===== config.mk =====
export PLATFORM = sky130hd
export DESIGN_NAME = sound_arbiter
export DESIGN_NICKNAME = d
export VERILOG_FILES = /design/src/rtl/sound_arbiter.sv
export SDC_FILE = /design/constraint.sdc
export NUM_CORES = 1
export LEC_CHECK = 0
export BUFFER_PORTS_ARGS = -buffer_cell sky130_fd_sc_hd__buf_2
export CAP_MARGIN = 20
export CELL_PAD_IN_SITES_DETAIL_PLACEMENT = 1
export CELL_PAD_IN_SITES_GLOBAL_PLACEMENT = 1
export CORE_UTILIZATION = 35
export CTS_CLUSTER_SIZE = 16
export DETAILED_ROUTE_END_ITERATION = 10
export PLACE_DENSITY = 0.86
export SYNTH_ARGS = -nofsm -noshare
export SYNTH_HDL_FRONTEND = slang
export SYNTH_SLANG_ARGS = --single-unit

===== constraint.sdc =====
create_clock -name clk -period 5.1 [get_ports clk]
set_clock_uncertainty 0.15 [all_clocks]
set_input_delay 1.02 -clock clk [delete_from_list [all_inputs] [get_ports clk]]
set_output_delay 1.02 -clock clk [all_outputs]
set_load 0.03 [all_outputs]

===== src/rtl/sound_arbiter.sv =====
// sound_arbiter: edge-triggered, fixed-priority sound channel arbiter with
// preemption and a per-channel play duration.
// Ports: clk, reset (sync, active-high); trig[N_CH] level requests;
//   dur[N_CH*TIMER_W] per-channel durations (dur_i+1 cycles);
//   ch_sound[N_CH] tone inputs; ch_enable one-hot tone enable;
//   sound speaker bit; busy (PLAY/GAP); active_ch; pending queue bits.
// Optional macro AUDIO_PENDING_EN: one-deep replay queue per channel.
module sound_arbiter #(
    parameter int N_CH    = 4,
    parameter int TIMER_W = 24,
    parameter int GAP_CYC = 0
) (
    input  logic                      clk,
    input  logic                      reset,
    input  logic [N_CH-1:0]           trig,
    input  logic [N_CH*TIMER_W-1:0]   dur,
    input  logic [N_CH-1:0]           ch_sound,
    output logic [N_CH-1:0]           ch_enable,
    output logic                      sound,
    output logic                      busy,
    output logic [$clog2(N_CH)-1:0]   active_ch,
    output logic [N_CH-1:0]           pending
);

    localparam int CH_W  = $clog2(N_CH);
    localparam int GAP_W = (GAP_CYC > 1) ? $clog2(GAP_CYC) : 1;
`ifdef AUDIO_PENDING_EN
    localparam bit PEN = 1'b1;
`else
    localparam bit PEN = 1'b0;
`endif

    typedef enum logic [1:0] {
        IDLE = 2'd0,
        PLAY = 2'd1,
        GAP  = 2'd2
    } state_t;

    state_t               state_q, state_d;
    logic [TIMER_W-1:0]   timer_q, timer_d;
    logic [GAP_W-1:0]     gap_q, gap_d;
    logic [CH_W-1:0]      active_q, active_d;
    logic [N_CH-1:0]      trig_prev_q;
    logic [N_CH-1:0]      pend_cur, pend_d;

    logic [N_CH-1:0]      trig_edge, win_oh, queued, pend_all;
    logic [CH_W-1:0]      win, hp, start_ch;
    logic                 any_edge, preempt, start;

    function automatic logic [CH_W-1:0] highest(input logic [N_CH-1:0] v);
        highest = '0;
        for (int i = 0; i < N_CH; i++) begin
            if (v[i]) highest = CH_W'(i);
        end
    endfunction

    function automatic logic [TIMER_W-1:0] dur_of(input logic [CH_W-1:0] ch);
        dur_of = dur[ch*TIMER_W +: TIMER_W];
    endfunction

    assign trig_edge = trig & ~trig_prev_q;
    assign any_edge  = |trig_edge;
    assign win       = highest(trig_edge);
    assign win_oh    = N_CH'(1) << win;

    // Outside PLAY every edge starts a sound; inside PLAY only equal or
    // higher priority may take over.
    assign preempt   = any_edge && (state_q != PLAY || win >= active_q);
    assign queued    = !PEN ? '0 :
                       preempt ? (trig_edge & ~win_oh) : trig_edge;
    assign pend_all  = pend_cur | queued;
    assign hp        = highest(pend_all);

    always_comb begin
        state_d  = state_q;
        timer_d  = timer_q;
        gap_d    = gap_q;
        active_d = active_q;
        start    = 1'b0;
        start_ch = win;
        unique case (state_q)
            IDLE: begin
                if (preempt) start = 1'b1;
            end
            PLAY: begin
                if (preempt) begin
                    start = 1'b1;
                end else if (timer_q == '0) begin
                    if (|pend_all) begin
                        if (GAP_CYC > 0) begin
                            state_d = GAP;
                            gap_d   = GAP_W'(GAP_CYC - 1);
                        end else begin
                            start    = 1'b1;
                            start_ch = hp;
                        end
                    end else begin
                        state_d  = IDLE;
                        active_d = '0;
                    end
                end else begin
                    timer_d = timer_q - TIMER_W'(1);
                end
            end
            GAP: begin
                if (preempt) begin
                    start = 1'b1;
                end else if (gap_q == '0) begin
                    start    = 1'b1;
                    start_ch = hp;
                end else begin
                    gap_d = gap_q - GAP_W'(1);
                end
            end
            default: begin
                state_d  = IDLE;
                active_d = '0;
            end
        endcase
        if (start) begin
            state_d  = PLAY;
            active_d = start_ch;
            timer_d  = dur_of(start_ch);
        end
        pend_d = pend_all & ~(start ? (N_CH'(1) << start_ch) : '0);
    end

    always_ff @(posedge clk) begin
        // Tracking trig through reset keeps a held trigger from firing.
        trig_prev_q <= trig;
        if (reset) begin
            state_q  <= IDLE;
            timer_q  <= '0;
            gap_q    <= '0;
            active_q <= '0;
        end else begin
            state_q  <= state_d;
            timer_q  <= timer_d;
            gap_q    <= gap_d;
            active_q <= active_d;
        end
    end

`ifdef AUDIO_PENDING_EN
    logic [N_CH-1:0] pending_q;
    always_ff @(posedge clk) begin
        if (reset) pending_q <= '0;
        else       pending_q <= pend_d;
    end
    assign pend_cur = pending_q;
`else
    logic unused_pend;
    assign unused_pend = ^pend_d;
    assign pend_cur    = '0;
`endif

    assign pending   = pend_cur;
    assign busy      = (state_q != IDLE);
    assign active_ch = active_q;
    assign ch_enable = (state_q == PLAY) ? (N_CH'(1) << active_q) : '0;
    assign sound     = (state_q == PLAY) & ch_sound[active_q];

endmodule


==> results.cfg, run 1 <==
[outcome]
status = finished, final reports clean

[route]
vias_per_cell = 5.69
wl_per_cell_um = 17.5
ant_nets = 0
drt-total-wl_um = 8640
first_pass_iters = 4
drt_iter0_drc = 180
num_vias = 2809
drcViolationCount = 0

[logic_synthesis]
ys_ff_latch = 31
yosysTopAreaCell = dfxtp_1
yosysTopAreaCellShare_pct = 25.3
syn_area_mm2 = 0.00245
synth_edf_count = 0
synth_seq_area_share_pct = 25.3
synth_top_cells_by_area = dfxtp_1, mux2i_1, a211oi_1
ys_warn_count = 0
synth_cell_types = 46
syn-mean-instance-area_um2 = 8.20
synth_cells = 299
ys.flop_type = dfxtp_1
synth_common_cells = a211oi_1, dfxtp_1, mux2i_1
postSynth.asyncResetShare_pct = 0

[global_route]
grt_pass1_vias = 2756
antenna_found_initial = 0
grt_max_degree = 53
grt_usage_pct = 23.6
grt_overflow = 0
grt_pass1_wl_um = 13500

[clock_tree]
htree_levels = 2
clk_latency_ps = 280
cts_tree = done
clock_path_buffers = 2
cts_hold_buffers = 0
postCtsSetupBuffers = 0
cts_resized = 0
cts.reportedPaths.clkPinSlew_ps = 70
clockRootBuffer = clkbuf_8
clock_sinks = 31
numCtsBuffers = 5

[layout]
syn_to_final_growth_pct = 28.6
fill_cells = 877
seqCellArea_um2 = 621
antenna_cells = 0
multiInputGateArea_mm2 = 0.00171
nNetsFinal = 508
drive_gt1_share_pct = 34.2

[timing]
max_slew_margin_pct = 58.1
worst_pin_slew_ps = 624
max_freq_mhz = 296
tns_ps = 0
period_share_pct = 66.1
rsz0062_at_grt = false
hold_violations = 0
finalSetupViolCount = 0
period_needed_ps = 3370
finalMaxSlewViolations = 0

[worst_setup_path]
crit_path_start_kind = input pin
critical_path_required_ps = 5130
arrival_ps = 3400
crit_path_end_kind = register
crit_type = in -> reg
cp_max_fo = 52
worstRegToRegCells = 8

[die]
die_area_mm2 = 0.00735
fp-row-count = 30
die_h_um = 85.7
initial_core_util_pct = 36.1
io_pins = 118
coreArea_mm2 = 0.00679
die_x_um = 85.7

[min_path]
hold_path_depth = 2
hp-class = reg -> reg

[place]
gp_congestion = 0.853
dp_hpwl_um = 6900
io_buffers = 113

[job]
cap_violations = 0

[pwr]
power.total_w = 0.000808
vdd_drop_max_mv = 0.0867
p_leak_nw = 1.40
p_per_area_mw_per_mm2 = 256
[worst paths after layout]
| path | from | to | slack (ps) |
|---|---|---|---|
| worst max-delay path | trig[3] | timer_q[12]$_SDFFE_PP0P_ | 1730 |
| worst min-delay path | timer_q[21]$_SDFFE_PP0P_ | timer_q[21]$_SDFFE_PP0P_ | 370 |
| worst max register to register | trig_prev_q[3]$_DFF_P_ | timer_q[12]$_SDFFE_PP0P_ | 2150 |
| worst min register to register | timer_q[21]$_SDFFE_PP0P_ | timer_q[21]$_SDFFE_PP0P_ | 370 |
[where the power goes]
| group | switching, W | internal [W] |
|---|---|---|
| clock | 0.0000914 | 0.000106 |
| sequential | 0.0000426 | 0.000273 |
| combinational | 0.000168 | 0.000127 |
[final cells by class]
class                   count  share of cell area [%]
clock buffers               6                    2.62
inverters                   6                   0.714
repair buffers            117                    18.9
multi-input cells         237                    54.1
flip-flops and latches     31                    19.7
clock inverters             1                   0.159
well taps                  96                    3.81
[state kept, by name, summed over array words and instances (netlist names)]
register / count
trig_prev_q: 4
timer_q: 24
state_q: 1
active_ch: 2
[per-layer routing]
metal  up-vias  GRT usage [%]  part of all wire, %
met2       120           40.9                   50
met5         -              0                    0
li1       1346              -                    -
met4         0           6.36                  1.2
met3        10           4.43                  6.9
met1      1333           29.9                   42
[worst max-delay path, cell delays in order]
cell      delay, ps
buf_2           110
nand2b_1        410
nand2_1         260
ha_1            340
a211o_1         300
o31ai_4          70
buf_4           470
a211oi_1        130
a211oi_1        280
[stage by stage]
stage          cells  utilization (%)  setup slack (ps)  instance area [um2]  hold WS (ps)
6_report         494             46.4              1730                 3150           371
5_1_grt          494             46.4              1530                 3150           386
4_1_cts          494             46.4              1730                 3150           369
3_5_place_dp     487             45.1              1430                 3070           353
3_3_place_gp     487             45.1              1600                 3070           338
2_1_floorplan    302                -              1910                 2460           320
[placed cells by master (no fill, tap or decap), types with 5 or more instances in the layout]
cell	instances
o21ai_0	18
a211oi_1	31
or3_1	7
a311oi_1	5
a221oi_1	5
clkbuf_8	6
dfxtp_1	31
buf_2	113
a31oi_1	5
o211ai_1	8
a21oi_1	20
mux2i_1	24
o31ai_1	10
nand2_1	10
and2_1	6
or4_1	7
xor2_1	10
nor2_1	15
nor3_1	8
inv_1	6
[kinds of logic (layout without fill, tap and decap cells)]
group           after synthesis  in the layout  share of synthesized area (%)
compound gates              112            112                           31.1
xor+xnor                     13             13                           4.64
fa+ha+maj                     4              4                           2.04
buf+inv                      34            130                           6.22
flops                        31             31                           25.3
mux                          26             26                           11.2
other cells                   1              4                          0.153
simple gates                 78             78                           19.4
Power figures use the tool's default switching activity.
==> run 2, diff against run 1 <==
--- a/config.mk
+++ b/config.mk
@@ -9,10 +9,10 @@
 export CAP_MARGIN = 20
 export CELL_PAD_IN_SITES_DETAIL_PLACEMENT = 1
 export CELL_PAD_IN_SITES_GLOBAL_PLACEMENT = 1
-export CORE_UTILIZATION = 35
+export CORE_UTILIZATION = 33
 export CTS_CLUSTER_SIZE = 16
 export DETAILED_ROUTE_END_ITERATION = 10
-export PLACE_DENSITY = 0.86
+export PLACE_DENSITY = 0.82
 export SYNTH_ARGS = -nofsm -noshare
 export SYNTH_HDL_FRONTEND = slang
 export SYNTH_SLANG_ARGS = --single-unit
==> constraint.sdc (replaced) <==
create_clock -name clk -period 3.3 [get_ports clk]
set_clock_uncertainty 0.15 [all_clocks]
set_input_delay 0.66 -clock clk [delete_from_list [all_inputs] [get_ports clk]]
set_output_delay 0.66 -clock clk [all_outputs]
set_load 0.03 [all_outputs]
==> results.cfg, run 2 (synthesis results as in run 1) <==
[outcome]
failed_checks = DRC
status = finished, violations left

[worst_setup_path]
crit_path_start_kind = input pin
worstRegToRegCells = 7
critical_path_required_ps = 3340
worst-r2r-setup-slack_ps = 660
cp-startpoint = trig[1]
r2r-start = timer_q[0]$_SDFFE_PP0P_
crit_path_end_kind = register
arrival_ps = 2810
endpoint = timer_q[20]$_SDFFE_PP0P_
regToRegEndpoint = timer_q[1]$_SDFFE_PP0P_
cp_max_fo = 21
crit_type = in -> reg

[die]
coreArea_mm2 = 0.00721
die_area_mm2 = 0.00778
io_pins = 118
die_x_um = 88.2
fp-row-count = 31
die_h_um = 88.2
initial_core_util_pct = 34.0

[timing]
rsz0062_at_grt = false
hold_violations = 0
worst_pin_slew_ps = 902
period_needed_ps = 2770
tns_ps = 0
finalMaxSlewViolations = 0
max_freq_mhz = 361
finalSetupViolCount = 0
max_slew_margin_pct = 39.9
period_share_pct = 84.0

[place]
dp_hpwl_um = 6410
io_buffers = 113
gp_congestion = 0.850
dpl_cell_area_mm2 = 0.00310
placedCellCount = 492

[route]
wl_per_cell_um = 16.2
ant_nets = 0
drcViolationCount = 2
drt_iter0_drc = 197
drt-total-wl_um = 8100
first_pass_iters = 7
num_vias = 2729
vias_per_cell = 5.46

[clock_tree]
numCtsBuffers = 5
cts.reportedPaths.clkPinSlew_ps = 70
cts_hold_buffers = 0
clock_sinks = 31
clockRootBuffer = clkbuf_8
cts_resized = 0
htree_levels = 2
clock_path_buffers = 2
clk_latency_ps = 290
cts_tree = done
postCtsSetupBuffers = 0

[layout]
mostFrequentLayoutCells = buf_2, a211oi_1, dfxtp_1
nNetsFinal = 510
top_register = timer_q
utilization_pct = 44.1
fin_cells = 500
fill_cells = 929
syn_to_final_growth_pct = 29.6
largest_reg_flops = 24
drive_gt1_share_pct = 34.2
final_common_cell = buf_2
antenna_cells = 0
stdcell_area_mm2 = 0.00318

[job]
cap_violations = 0

[pwr]
p_leak_nw = 1.41
p_per_area_mw_per_mm2 = 393
vdd_drop_max_mv = 0.144

[global_route]
antenna_found_initial = 0
grt_pass1_wl_um = 12900
grt_max_degree = 49
grt_overflow = 0
grt_usage_pct = 21.5
grt_pass1_vias = 2760

[min_path]
hp-class = in -> reg
run 2: changes by cell type in the layout (fill, tap and decap cells not counted), sizes merged:
cell | before | now
clkbuf | 6 | 7
buf | 117 | 119
run 2: worst min path at each step:
| stage | startpoint | to | slack (ps) | cells after the start |
|---|---|---|---|---|
| 6_report | trig[0] | trig_prev_q[0]$_DFF_P_ | 330 | 1 |
| 3_3_place_gp | timer_q[21]$_SDFFE_PP0P_ | timer_q[21]$_SDFFE_PP0P_ | 350 | 2 |
| 3_5_place_dp | timer_q[21]$_SDFFE_PP0P_ | timer_q[21]$_SDFFE_PP0P_ | 370 | 2 |
| 2_1_floorplan | timer_q[21]$_SDFFE_PP0P_ | timer_q[21]$_SDFFE_PP0P_ | 320 | 2 |
| 4_1_cts | trig[0] | trig_prev_q[0]$_DFF_P_ | 320 | 1 |
| 5_1_grt | trig[0] | trig_prev_q[0]$_DFF_P_ | 320 | 1 |
run 2: layout make-up:
cell class / instances / area, um2 / area share (%)
Multi-Input combinational cell: 237 / 1710 / 53.7
Timing Repair Buffer: 119 / 623 / 19.6
Sequential cell: 31 / 621 / 19.5
Tap cell: 99 / 124 / 3.90
Clock buffer: 7 / 76.3 / 2.40
Inverter: 6 / 22.5 / 0.709
Clock inverter: 1 / 5.00 / 0.157
run 2: power breakdown:
| group | internal [W] | switching [W] | total [W] | leakage, nW |
|---|---|---|---|---|
| combinational | 0.000204 | 0.000260 | 0.000464 | 1.11 |
| sequential | 0.000423 | 0.0000644 | 0.000487 | 0.259 |
| clock | 0.000148 | 0.000150 | 0.000298 | 0.0422 |
run 2: routing by layer:
| metal | part of all wire, % | track usage (%) | up-vias |
|---|---|---|---|
| met5 | 0 | 0 | - |
| met2 | 49 | 36.4 | 94 |
| li1 | - | - | 1363 |
| met3 | 5.6 | 4.52 | 15 |
| met4 | 1.8 | 7.62 | 0 |
| met1 | 44 | 26.9 | 1257 |
run 2: worst max-delay path, cell delays in order:
cell and delay, ps:
buf_2 110, nand2b_1 110, inv_1 100, a21oi_1 190, ha_1 250, nand2b_1 150, a211o_1 340, o31ai_4 230
buf_4 310, a211oi_1 80, a311oi_1 270
run 2: stage by stage:
stage,power [W],hold WS (ps),worst slack [ps]
floorplan,0.000790,320,466
global placement,0.000939,351,342
detailed placement,0.000953,373,226
CTS,0.00125,318,499
global route,0.00132,324,341
finish,0.00125,325,529
